### src/rtl/wb_uart_pkg.sv
// Shared register map, status bit positions and serializer states for wb_uart_tx.
package wb_uart_pkg;

  localparam logic [1:0] ADDR_DATA   = 2'd0;
  localparam logic [1:0] ADDR_STATUS = 2'd1;
  localparam logic [1:0] ADDR_DIV    = 2'd2;

  localparam int ST_FULL      = 0;
  localparam int ST_EMPTY     = 1;
  localparam int ST_BUSY      = 2;
  localparam int ST_OVF       = 3;
  localparam int ST_LEVEL_LSB = 8;

  typedef enum logic [2:0] {IDLE, START, DATA, PARITY, STOP} uart_tx_state_t;

endpackage

### src/rtl/wb_uart_fifo.sv
// Synchronous FIFO with wrap-around pointers and a separate occupancy counter.
module wb_uart_fifo #(
  parameter int WIDTH = 8,
  parameter int DEPTH = 8
) (
  input  logic                     clk,
  input  logic                     rst_n,
  input  logic                     push,
  input  logic                     pop,
  input  logic [WIDTH-1:0]         wdata,
  output logic [WIDTH-1:0]         rdata,
  output logic                     full,
  output logic                     empty,
  output logic [$clog2(DEPTH):0]   level
);

  localparam int AW = $clog2(DEPTH);

  logic [WIDTH-1:0] mem [DEPTH];
  logic [AW-1:0]    wptr;
  logic [AW-1:0]    rptr;
  logic [AW:0]      cnt;
  logic             do_push;
  logic             do_pop;

  assign full    = (cnt == (AW+1)'(DEPTH));
  assign empty   = (cnt == '0);
  assign level   = cnt;
  assign rdata   = mem[rptr];
  assign do_pop  = pop & ~empty;
  // A simultaneous pop frees the slot, so a push into a full FIFO still lands.
  assign do_push = push & (~full | do_pop);

  always_ff @(posedge clk or negedge rst_n) begin
    if (!rst_n) begin
      wptr <= '0;
      rptr <= '0;
      cnt  <= '0;
    end else begin
      if (do_push) wptr <= wptr + 1'b1;
      if (do_pop)  rptr <= rptr + 1'b1;
      case ({do_push, do_pop})
        2'b10:   cnt <= cnt + 1'b1;
        2'b01:   cnt <= cnt - 1'b1;
        default: cnt <= cnt;
      endcase
    end
  end

  always_ff @(posedge clk) begin
    if (do_push) mem[wptr] <= wdata;
  end

endmodule

### src/rtl/wb_uart_tx.sv
// Wishbone transmit-only UART: TX FIFO, programmable baud divisor, status and irq.
// Define WB_UART_TX_PARITY_EN to insert an even-parity bit (8E1 instead of 8N1).
module wb_uart_tx
  import wb_uart_pkg::*;
#(
  parameter int          WB_DATA_WIDTH = 32,
  parameter int          FIFO_DEPTH    = 8,
  parameter int          DIV_WIDTH     = 16,
  parameter int unsigned DIV_RESET     = 434
) (
  input  logic                       wb_clk,
  input  logic                       wb_rst_n,
  input  logic [WB_DATA_WIDTH-1:0]   wb_adr,
  input  logic [WB_DATA_WIDTH-1:0]   wb_dat,
  input  logic [WB_DATA_WIDTH/8-1:0] wb_sel,
  input  logic                       wb_we,
  input  logic                       wb_cyc,
  output logic [WB_DATA_WIDTH-1:0]   wb_rdt,
  output logic                       wb_ack,
  output logic                       tx,
  output logic                       irq
);

  localparam int LW = $clog2(FIFO_DEPTH) + 1;

  uart_tx_state_t       state;
  logic [DIV_WIDTH-1:0] div_q;
  logic [DIV_WIDTH-1:0] div_wr;
  logic [DIV_WIDTH-1:0] div_lat;
  logic [DIV_WIDTH-1:0] cnt;
  logic [2:0]           bit_cnt;
  logic [7:0]           shift;
  logic                 par;
  logic                 ovf_q;
  logic                 line;
  logic                 boundary;
  logic                 busy;
  logic                 req;
  logic [1:0]           adr;
  logic                 push;
  logic                 pop;
  logic [7:0]           fifo_rdata;
  logic                 full;
  logic                 empty;
  logic [LW-1:0]        level;
  logic [WB_DATA_WIDTH-1:0] status;
  logic                 unused_bits;

  function automatic logic [DIV_WIDTH-1:0] clamp_div(input logic [DIV_WIDTH-1:0] v);
    return (v == '0) ? DIV_WIDTH'(1) : v;
  endfunction

  assign unused_bits = ^{wb_adr, wb_dat, wb_sel};
  assign req      = wb_cyc & ~wb_ack;
  assign adr      = wb_adr[3:2];
  assign push     = req & wb_we & (adr == ADDR_DATA) & wb_sel[0];
  assign boundary = (cnt == '0);
  assign busy     = (state != IDLE);
  assign irq      = empty & ~busy;
  assign pop      = ~empty & ((state == IDLE) | ((state == STOP) & boundary));

  wb_uart_fifo #(.WIDTH(8), .DEPTH(FIFO_DEPTH)) u_fifo (
    .clk   (wb_clk),
    .rst_n (wb_rst_n),
    .push  (push),
    .pop   (pop),
    .wdata (wb_dat[7:0]),
    .rdata (fifo_rdata),
    .full  (full),
    .empty (empty),
    .level (level)
  );

  always_comb begin
    div_wr = div_q;
    for (int b = 0; b < DIV_WIDTH; b++)
      if (wb_sel[b/8]) div_wr[b] = wb_dat[b];
  end

  always_comb begin
    status = '0;
    status[ST_FULL]  = full;
    status[ST_EMPTY] = empty;
    status[ST_BUSY]  = busy;
    status[ST_OVF]   = ovf_q;
    status[ST_LEVEL_LSB +: 8] = 8'(level);
    wb_rdt = '0;
    case (adr)
      ADDR_STATUS: wb_rdt = status;
      ADDR_DIV:    wb_rdt[DIV_WIDTH-1:0] = div_q;
      default:     wb_rdt = '0;
    endcase
  end

  always_ff @(posedge wb_clk or negedge wb_rst_n) begin
    if (!wb_rst_n) begin
      wb_ack <= 1'b0;
      div_q  <= DIV_WIDTH'(DIV_RESET);
      ovf_q  <= 1'b0;
    end else begin
      wb_ack <= wb_cyc & ~wb_ack;
      if (req & wb_we & (adr == ADDR_DIV)) div_q <= clamp_div(div_wr);
      if (push & full & ~pop)
        ovf_q <= 1'b1;
      else if (req & ~wb_we & (adr == ADDR_STATUS))
        ovf_q <= 1'b0;
    end
  end

  always_comb begin
    line = 1'b1;
    case (state)
      START:   line = 1'b0;
      DATA:    line = shift[0];
      PARITY:  line = par;
      default: line = 1'b1;
    endcase
  end

  // tx is the registered line value, so the wire lags the state by one clock.
  always_ff @(posedge wb_clk or negedge wb_rst_n) begin
    if (!wb_rst_n) begin
      state   <= IDLE;
      cnt     <= '0;
      bit_cnt <= '0;
      div_lat <= DIV_WIDTH'(DIV_RESET);
      tx      <= 1'b1;
    end else begin
      tx <= line;
      case (state)
        IDLE: begin
          if (!empty) begin
            state   <= START;
            div_lat <= div_q;
            cnt     <= div_q - 1'b1;
          end
        end
        START: begin
          if (boundary) begin
            state   <= DATA;
            bit_cnt <= '0;
            cnt     <= div_lat - 1'b1;
          end else cnt <= cnt - 1'b1;
        end
        DATA: begin
          if (boundary) begin
            cnt <= div_lat - 1'b1;
            if (bit_cnt == 3'd7) begin
`ifdef WB_UART_TX_PARITY_EN
              state <= PARITY;
`else
              state <= STOP;
`endif
            end else bit_cnt <= bit_cnt + 1'b1;
          end else cnt <= cnt - 1'b1;
        end
`ifdef WB_UART_TX_PARITY_EN
        PARITY: begin
          if (boundary) begin
            state <= STOP;
            cnt   <= div_lat - 1'b1;
          end else cnt <= cnt - 1'b1;
        end
`endif
        STOP: begin
          if (boundary) begin
            // Back-to-back frames: the divisor is re-latched here, never mid-frame.
            if (!empty) begin
              state   <= START;
              div_lat <= div_q;
              cnt     <= div_q - 1'b1;
            end else state <= IDLE;
          end else cnt <= cnt - 1'b1;
        end
        default: state <= IDLE;
      endcase
    end
  end

  always_ff @(posedge wb_clk) begin
    if (pop) begin
      shift <= fifo_rdata;
      par   <= ^fifo_rdata;
    end else if ((state == DATA) && boundary) begin
      shift <= {1'b0, shift[7:1]};
    end
  end

endmodule
### config.mk
export PLATFORM = sky130hd
export DESIGN_NAME = wb_uart_tx
export DESIGN_NICKNAME = d
export VERILOG_FILES = /design/src/rtl/wb_uart_pkg.sv /design/src/rtl/wb_uart_fifo.sv /design/src/rtl/wb_uart_tx.sv
export SDC_FILE = /design/constraint.sdc
export NUM_CORES = 1
export LEC_CHECK = 0
export BUFFER_PORTS_ARGS = -buffer_cell sky130_fd_sc_hd__buf_2
export CAP_MARGIN = 15
export CORE_MARGIN = 3
export CORE_UTILIZATION = 58
export CTS_BUF_LIST = sky130_fd_sc_hd__clkbuf_16
export DETAILED_ROUTE_END_ITERATION = 6
export PLACE_DENSITY_LB_ADDON = 0.12
export SLEW_MARGIN = 15
export SYNTH_ARGS = -nofsm -noshare
export SYNTH_HDL_FRONTEND = slang
export SYNTH_SLANG_ARGS = --single-unit
### constraint.sdc
create_clock -name wb_clk -period 4.31 [get_ports wb_clk]
set_input_delay 0.2155 -clock wb_clk [delete_from_list [all_inputs] [get_ports wb_clk]]
set_output_delay 0.2155 -clock wb_clk [all_outputs]
set_load 0.01 [all_outputs]
==> summary.txt, run 1 <==
Synth
  – Flops & latches, synth: 140
  – Avg Inst Size Synth: 11.0 µm²
  – Top-count cell post-synth: nand2_1
  – Post-synth top area share: 0.292
  – Distinct cells, synth: 73
  – Multiplexer share of the synthesized area: 0.0841
  – Post-Syn Area: 0.00750 mm²
  – Post-Synthesis Cells: 683
  – Synth warn: 0
  – Xor/xnor cell area share of the yosys netlist: 0.0561
  – Ys flop type: edfxtp_1
  – Main combinational cell family by area after synthesis: simple AND/OR/NAND/NOR gates
  – Post-synth EDFFs: 73
  – Cell taking the most area after synthesis: edfxtp_1
  – Compound-Gate Fraction of Synth Area: 0.110
  – Post-synthesis share of cell area spent on full adders, half adders and majority gates: 0.0260
  – Synth top area cells: edfxtp_1, dfrtp_1, nand2_1
  – Synth Area in Simple Gates: 0.159
  – Seq/Total Area, Yosys: 0.518
  – Async SR Flop Fraction: 0.479
  – Commonest cells post-synth: nand2_1, edfxtp_1, dfrtp_1

Clock tree
  – Worst-skew pair later-pin latency: 430 ps
  – Max clock buf depth: 2
  – CTS tree: built
  – Worst-path clk slew: 70 ps
  – CTS Root Cell: clkbuf_16
  – H-Tree Level Count: 4
  – CTS buffer count: 17
  – Clock sinks: 140
  – PostCTS Resize Cnt: 0

Worst setup path
  – Critical path arrival: 3520 ps
  – Worst setup SP type: register
  – CP Max Fanout: 17
  – Kind of end point of the critical path: register
  – Worst EP required: 4360 ps
  – CP Class: reg2reg

Routing
  – Detail-routed via count per cell: 6.14
  – DRC viols: 1
  – DR WL/cell: 19.6 µm
  – DR pass1 iterations: 7
  – Detailed Route WL: 17600 µm
  – Vias post-DR: 5530
  – Antenna Nets Post-Route: 0
  – First DRT Iteration DRCs: 561

GRT
  – Vias in the first global route: 5260
  – Overflow after GRT: 0
  – Total track usage: 0.257
  – Largest net degree at the start of global routing: 44
  – Antenna violations before repair: 0
  – Global-route wire length before repair: 28500 µm

Pwr
  – Maximum vdd drop: 368 µV
  – Cell-internal power: 3310 µW
  – Comb power frac: 0.335
  – Sw Share: 0.371
  – Leakage power: 0.00338 µW
  – Pwr/cell area: 628 mW/mm²
  – Sequential fraction of design power: 0.397
  – Clock Power Share: 0.268
  – Switching pwr: 1950 µW

STA
  – Worst Skew: 11.9 ps
  – Max Fclk: 288 MHz
  – Min Tclk post-route: 3470 ps
  – Period Utilization, post-route: 0.805
  – Slew margin rel.: 0.300
  – Setup_tns: 0 ps
  – Setup-failing EPs final: 0
  – Fin. Hold Viols: 0
  – Final Max Slew Viols: 0
  – RSZ-0062 raised after global routing: false
  – Worst-margin pin slew: 1050 ps

Placed design
  – Post-DP HPWL: 12300 µm
  – Port Buffer Count: 42
  – GP Congestion: 0.917

Die
  – Initial Util: 0.609
  – Core area: 0.0123 mm²
  – Die span in y: 120 µm
  – Die area: 0.0143 mm²
  – Std-Cell Rows: 40
  – IO Pins: 107
  – Die width: 120 µm

Layout
  – Multi-input logic area: 0.00332 mm²
  – Nets: 807
  – # diodes: 0
  – Flip-flop and latch area: 0.00388 mm²
  – Post-layout util: 0.679
  – Layout cells sized above 1: 0.183
  – Fillcell total: 956
  – Area Growth Syn to Fin: 11.6%

Run status
  – Status: finished with violations
  – Failing checks: DRC

Job
  – Max-cap violations: 0

Worst hold path
  – Worst min-delay path class: in2reg
[kinds of logic (layout without fill, tap and decap cells)]
kind of cell	Yosys count	in the layout
AND/OR/NAND/NOR	233	233
flip-flops	140	140
AO/OA/AOI/OAI	125	125
buffers and inverters	75	109
XOR/XNOR	48	48
multiplexers	46	46
adder cells (fa/ha/maj)	15	15
other	1	16
[critical path, cell delays in order, from the launching register on]
cell and delay, ps:
dfrtp_1 410, inv_1 120, ha_1 160, nor4b_2 310
nand4_1 120, buf_4 230, and2_1 220, or2_1 310
inv_2 130, o21ai_2 130, or2_1 300, nor2_1 660
[through the flow]
| stage | instance area (µm²) | power [µW] | setup slack (ps) | hold WS [ps] | instances |
|---|---|---|---|---|---|
| finish | 8370 | 5260 | 841 | 25.2 | 900 |
| global route | 8370 | 5540 | 625 | 27.5 | 900 |
| CTS | 8360 | 5260 | 826 | 17.8 | 900 |
| detailed placement | 7790 | 3840 | 894 | 448 | 868 |
| global placement | 7790 | 3780 | 938 | 434 | 868 |
| floorplan | 7550 | 3370 | 1030 | -80.1 | 698 |
[metal layers]
metal / global-route usage / vias up / part of all wire
met5: 0 / - / 0
met2: 0.394 / 245 / 0.47
met3: 0.0580 / 23 / 0.076
met4: 0.0630 / 0 / 0.011
met1: 0.376 / 2716 / 0.45
li1: - / 2546 / -
[registers in the layout (all words and copies together) (netlist names), 3 cells and up]
name	cells
u_fifo.level	4
shift	8
bit_cnt	3
div_lat	16
cnt	16
u_fifo.rptr	3
u_fifo.mem	64
u_fifo.wptr	3
div_q	16
state	3
[layout by cell type, fill, tap and decap left out, drive strengths merged, types with 5 or more instances in the layout]
| cell | netlist | final |
|---|---|---|
| ha | 14 | 14 |
| mux2i | 18 | 18 |
| o31ai | 6 | 6 |
| dfrtp | 56 | 56 |
| and2 | 11 | 11 |
| clkinv | 0 | 5 |
| mux2 | 16 | 16 |
| clkbuf | 24 | 17 |
| a21oi | 29 | 29 |
| mux4 | 12 | 12 |
| a22oi | 15 | 15 |
| nand2 | 85 | 85 |
| buf | 26 | 52 |
| edfxtp | 73 | 73 |
| nor2 | 40 | 40 |
| or4 | 7 | 7 |
| o22ai | 5 | 5 |
| or3 | 10 | 10 |
| conb | 1 | 16 |
| dfstp | 11 | 11 |
| nor4 | 19 | 19 |
| inv | 25 | 32 |
| a211oi | 6 | 6 |
| o21ai | 34 | 34 |
| nor2b | 10 | 10 |
| xnor2 | 28 | 28 |
| nor3 | 20 | 20 |
| nand2b | 6 | 6 |
| xor2 | 20 | 20 |
[area by class of cell]
class                   count  share of cell area
clock buffers              17              0.0509
clock inverters            14              0.0162
inverters                  25              0.0112
multi-input cells         483               0.397
flip-flops and latches    140               0.464
well taps                 168              0.0251
repair buffers             53              0.0353
[final timing paths]
path | startpoint | to | slack (ps) | depth (start not counted)
max | cnt[0]$_DFFE_PN0P_ | u_fifo.mem[5][0]$_DFFE_PP_ | 840 | 11
max reg2reg | cnt[0]$_DFFE_PN0P_ | u_fifo.mem[5][0]$_DFFE_PP_ | 840 | 11
max in group asynchronous | wb_rst_n | div_lat[4]$_DFFE_PN1P_ | 2810 | 3
min in group asynchronous | wb_rst_n | cnt[5]$_DFFE_PN0P_ | 520 | 2
min | wb_dat[15] | div_q[15]$_DFFE_PN0P_ | 30 | 2
min reg2reg | wb_ack$_DFF_PN0_ | wb_ack$_DFF_PN0_ | 470 | 1
[repair_timing]
item                                    4_1_cts  5_1_grt
setup buffers                                 0        0
endpoints found under the setup margin        0        0
hold buffers                                  1        0
hold endpoints to repair                      7        0
[power by group through the flow]
stage | Clock, µW | Sequential (µW) | Combinational, µW
3_3_place_gp | 0 | 2090 | 1690
6_report | 1410 | 2090 | 1760
4_1_cts | 1420 | 2080 | 1750
5_1_grt | 1480 | 2130 | 1930
3_5_place_dp | 0 | 2100 | 1740
2_1_floorplan | 0 | 1920 | 1450
Note: power is estimated with default switching activity, not from simulation.
==> run 2, diff against run 1 <==
==> constraint.sdc (replaced) <==
create_clock -name wb_clk -period 3.6 [get_ports wb_clk]
set_input_delay 0.18 -clock wb_clk [delete_from_list [all_inputs] [get_ports wb_clk]]
set_output_delay 0.18 -clock wb_clk [all_outputs]
set_load 0.01 [all_outputs]
==> run 2 against run 1 <==
Effect of this change:
- power is 21% higher
- first-iteration DRC count is 7.1% lower
- count of clock-buffer cells in the layout stayed put
- via count is 0.31% higher
- sequential share of layout area is 0.74 points lower
- critical endpoint is now u_fifo.level[3]$_DFFE_PN0P_
- wire length is 1.3% higher
- clock skew is 4.4 ps lower
- worst hold slack worse by 8.2 ps
- the flow now finishes without violations
- clock power is 23% higher
- flip-flop and latch count stayed put
==> summary.txt, run 2 (synthesis results as in run 1) <==
Run status
  – Status: complete, no violations

Placed design
  – Worst slack at placement: 372 ps
  – GP Congestion: 0.910
  – Post-DP HPWL: 12600 µm
  – Port Buffer Count: 42
  – Placed Instances: 879

Pwr
  – Pwr/cell area: 748 mW/mm²
  – Maximum vdd drop: 537 µV
  – Leakage power: 0.00346 µW

STA
  – Setup-failing EPs final: 0
  – Max Fclk: 307 MHz
  – Setup_tns: 0 ps
  – Setup ws final: 345 ps
  – Slew margin rel.: 0.366
  – Min Tclk post-route: 3250 ps
  – RSZ-0062 raised after global routing: false
  – Worst Skew: 7.50 ps
  – WHS: 17.0 ps
  – Fin. Hold Viols: 0
  – Final Max Slew Viols: 0
  – Worst-margin pin slew: 951 ps
  – Period Utilization, post-route: 0.904

Layout
  – # diodes: 0
  – Nets: 821
  – Commonest non-fill, non-tap cell in the layout: nand2_1
  – Most frequent cells in the layout: nand2_1, edfxtp_1, dfrtp_1
  – Area Growth Syn to Fin: 13.4%
  – Layout cells sized above 1: 0.194
  – Largest reg by FF count: u_fifo.mem
  – Max reg flops: 64
  – Non-Filler Instances: 915
  – Post-layout util: 0.691

Worst setup path
  – Flop2flop setup slack: 350 ps
  – CP peak stage delay: 420 ps
  – Reg2reg end: u_fifo.level[3]$_DFFE_PN0P_
  – Worst setup SP type: register
  – CP Class: reg2reg
  – FF-to-FF path depth: 15
  – Kind of end point of the critical path: register
  – CP delay by family, top: simple AND/OR/NAND/NOR gates
  – Worst setup path startpoint: cnt[0]$_DFFE_PN0P_
  – Critical path buffer and inverter count: 2
  – R2R Path Start: cnt[0]$_DFFE_PN0P_
  – Critical Path Stages: 15
  – Crit path cell chain: inv_1 -> ha_1 -> nor4b_2 -> nand4_1 -> and2_1 -> or2_1 -> inv_2 -> o21ai_2 -> ha_1 -> ha_1 -> a21o_1 -> a21oi_1 -> xnor2_1 -> nor2_1 -> xor2_1
  – Worst EP required: 3900 ps
  – Critical path arrival: 3560 ps
  – CP most frequent cell: ha_1
  – CP Max Fanout: 6
  – CP endpoint: u_fifo.level[3]$_DFFE_PN0P_
  – Slowest library cell on the worst path: dfrtp_1

Routing
  – DRC viols: 0
  – DR WL/cell: 19.5 µm
  – Detail-routed via count per cell: 6.06
  – First DRT Iteration DRCs: 521
  – DR pass1 iterations: 5
  – Antenna Nets Post-Route: 0
  – Vias post-DR: 5547
  – Detailed Route WL: 17900 µm

Clock tree
  – H-Tree Level Count: 4
  – PostCTS Resize Cnt: 0
  – CTS Root Cell: clkbuf_16
  – CTS buffer count: 17
  – Worst-path clk slew: 60 ps
  – Clock sinks: 140
  – Max clock buf depth: 2
  – Worst-skew pair later-pin latency: 420 ps
  – CTS tree: built

GRT
  – Overflow after GRT: 0
  – Antenna violations before repair: 0
  – Vias in the first global route: 5461
  – Largest net degree at the start of global routing: 41
  – Total track usage: 0.262
  – Global-route wire length before repair: 29200 µm

Die
  – Die area: 0.0143 mm²
  – Std-Cell Rows: 40
  – Initial Util: 0.609
  – IO Pins: 107
  – Core area: 0.0123 mm²
  – Die span in y: 120 µm
  – Die width: 120 µm

Worst hold path
  – Min-delay src: wb_dat[11]
  – Worst min-delay path class: in2reg

Job
  – Max-cap violations: 0
[run 2: area by class of cell]
type / count / area (µm²)
clock buffers: 17 / 425
clock inverters: 15 / 164
fillers: 937 / 3810
inverters: 25 / 93.8
multi-input cells: 483 / 3320
flip-flops and latches: 140 / 3880
well taps: 168 / 210
repair buffers: 67 / 408
[run 2: per-stage QoR]
| step | total power, µW | cell area (µm²) |
|---|---|---|
| floorplan | 4030 | 7550 |
| global placement | 4530 | 7870 |
| detailed placement | 4590 | 7870 |
| CTS | 6350 | 8500 |
| global route | 6710 | 8500 |
| finish | 6360 | 8500 |
[run 2: worst min-delay path by stage]
stage / slack, ps / cells past startpoint / end
floorplan: -120 / 0 / bit_cnt[0]$_DFFE_PN0P_
global placement: 360 / 1 / cnt[14]$_DFFE_PN0P_
detailed placement: 370 / 1 / cnt[14]$_DFFE_PN0P_
CTS: 6 / 2 / div_q[11]$_DFFE_PN0P_
global route: 9 / 2 / div_q[11]$_DFFE_PN0P_
finish: 20 / 2 / div_q[11]$_DFFE_PN0P_
[run 2: repair_timing]
item | CTS | global route
hold buffers | 4 | 0
hold endpoints to repair | 39 | 0
setup buffers | 0 | 0
[run 2: power by group]
group          switching, µW  internal [µW]  total, µW  leakage [µW]
sequential               501           2010       2510       0.00148
combinational           1110           1000       2120       0.00169
clock                    702           1030       1730      0.000284
total                   2310           4040       6360       0.00346
[run 2: per-layer routing]
| metal | global-route usage | wire length [µm] | up-vias |
|---|---|---|---|
| li1 | - | - | 2564 |
| met1 | 0.377 | 8010 | 2761 |
| met2 | 0.409 | 8370 | 203 |
| met3 | 0.0608 | 1300 | 19 |
| met4 | 0.0644 | 195 | 0 |
| met5 | 0 | 0 | - |
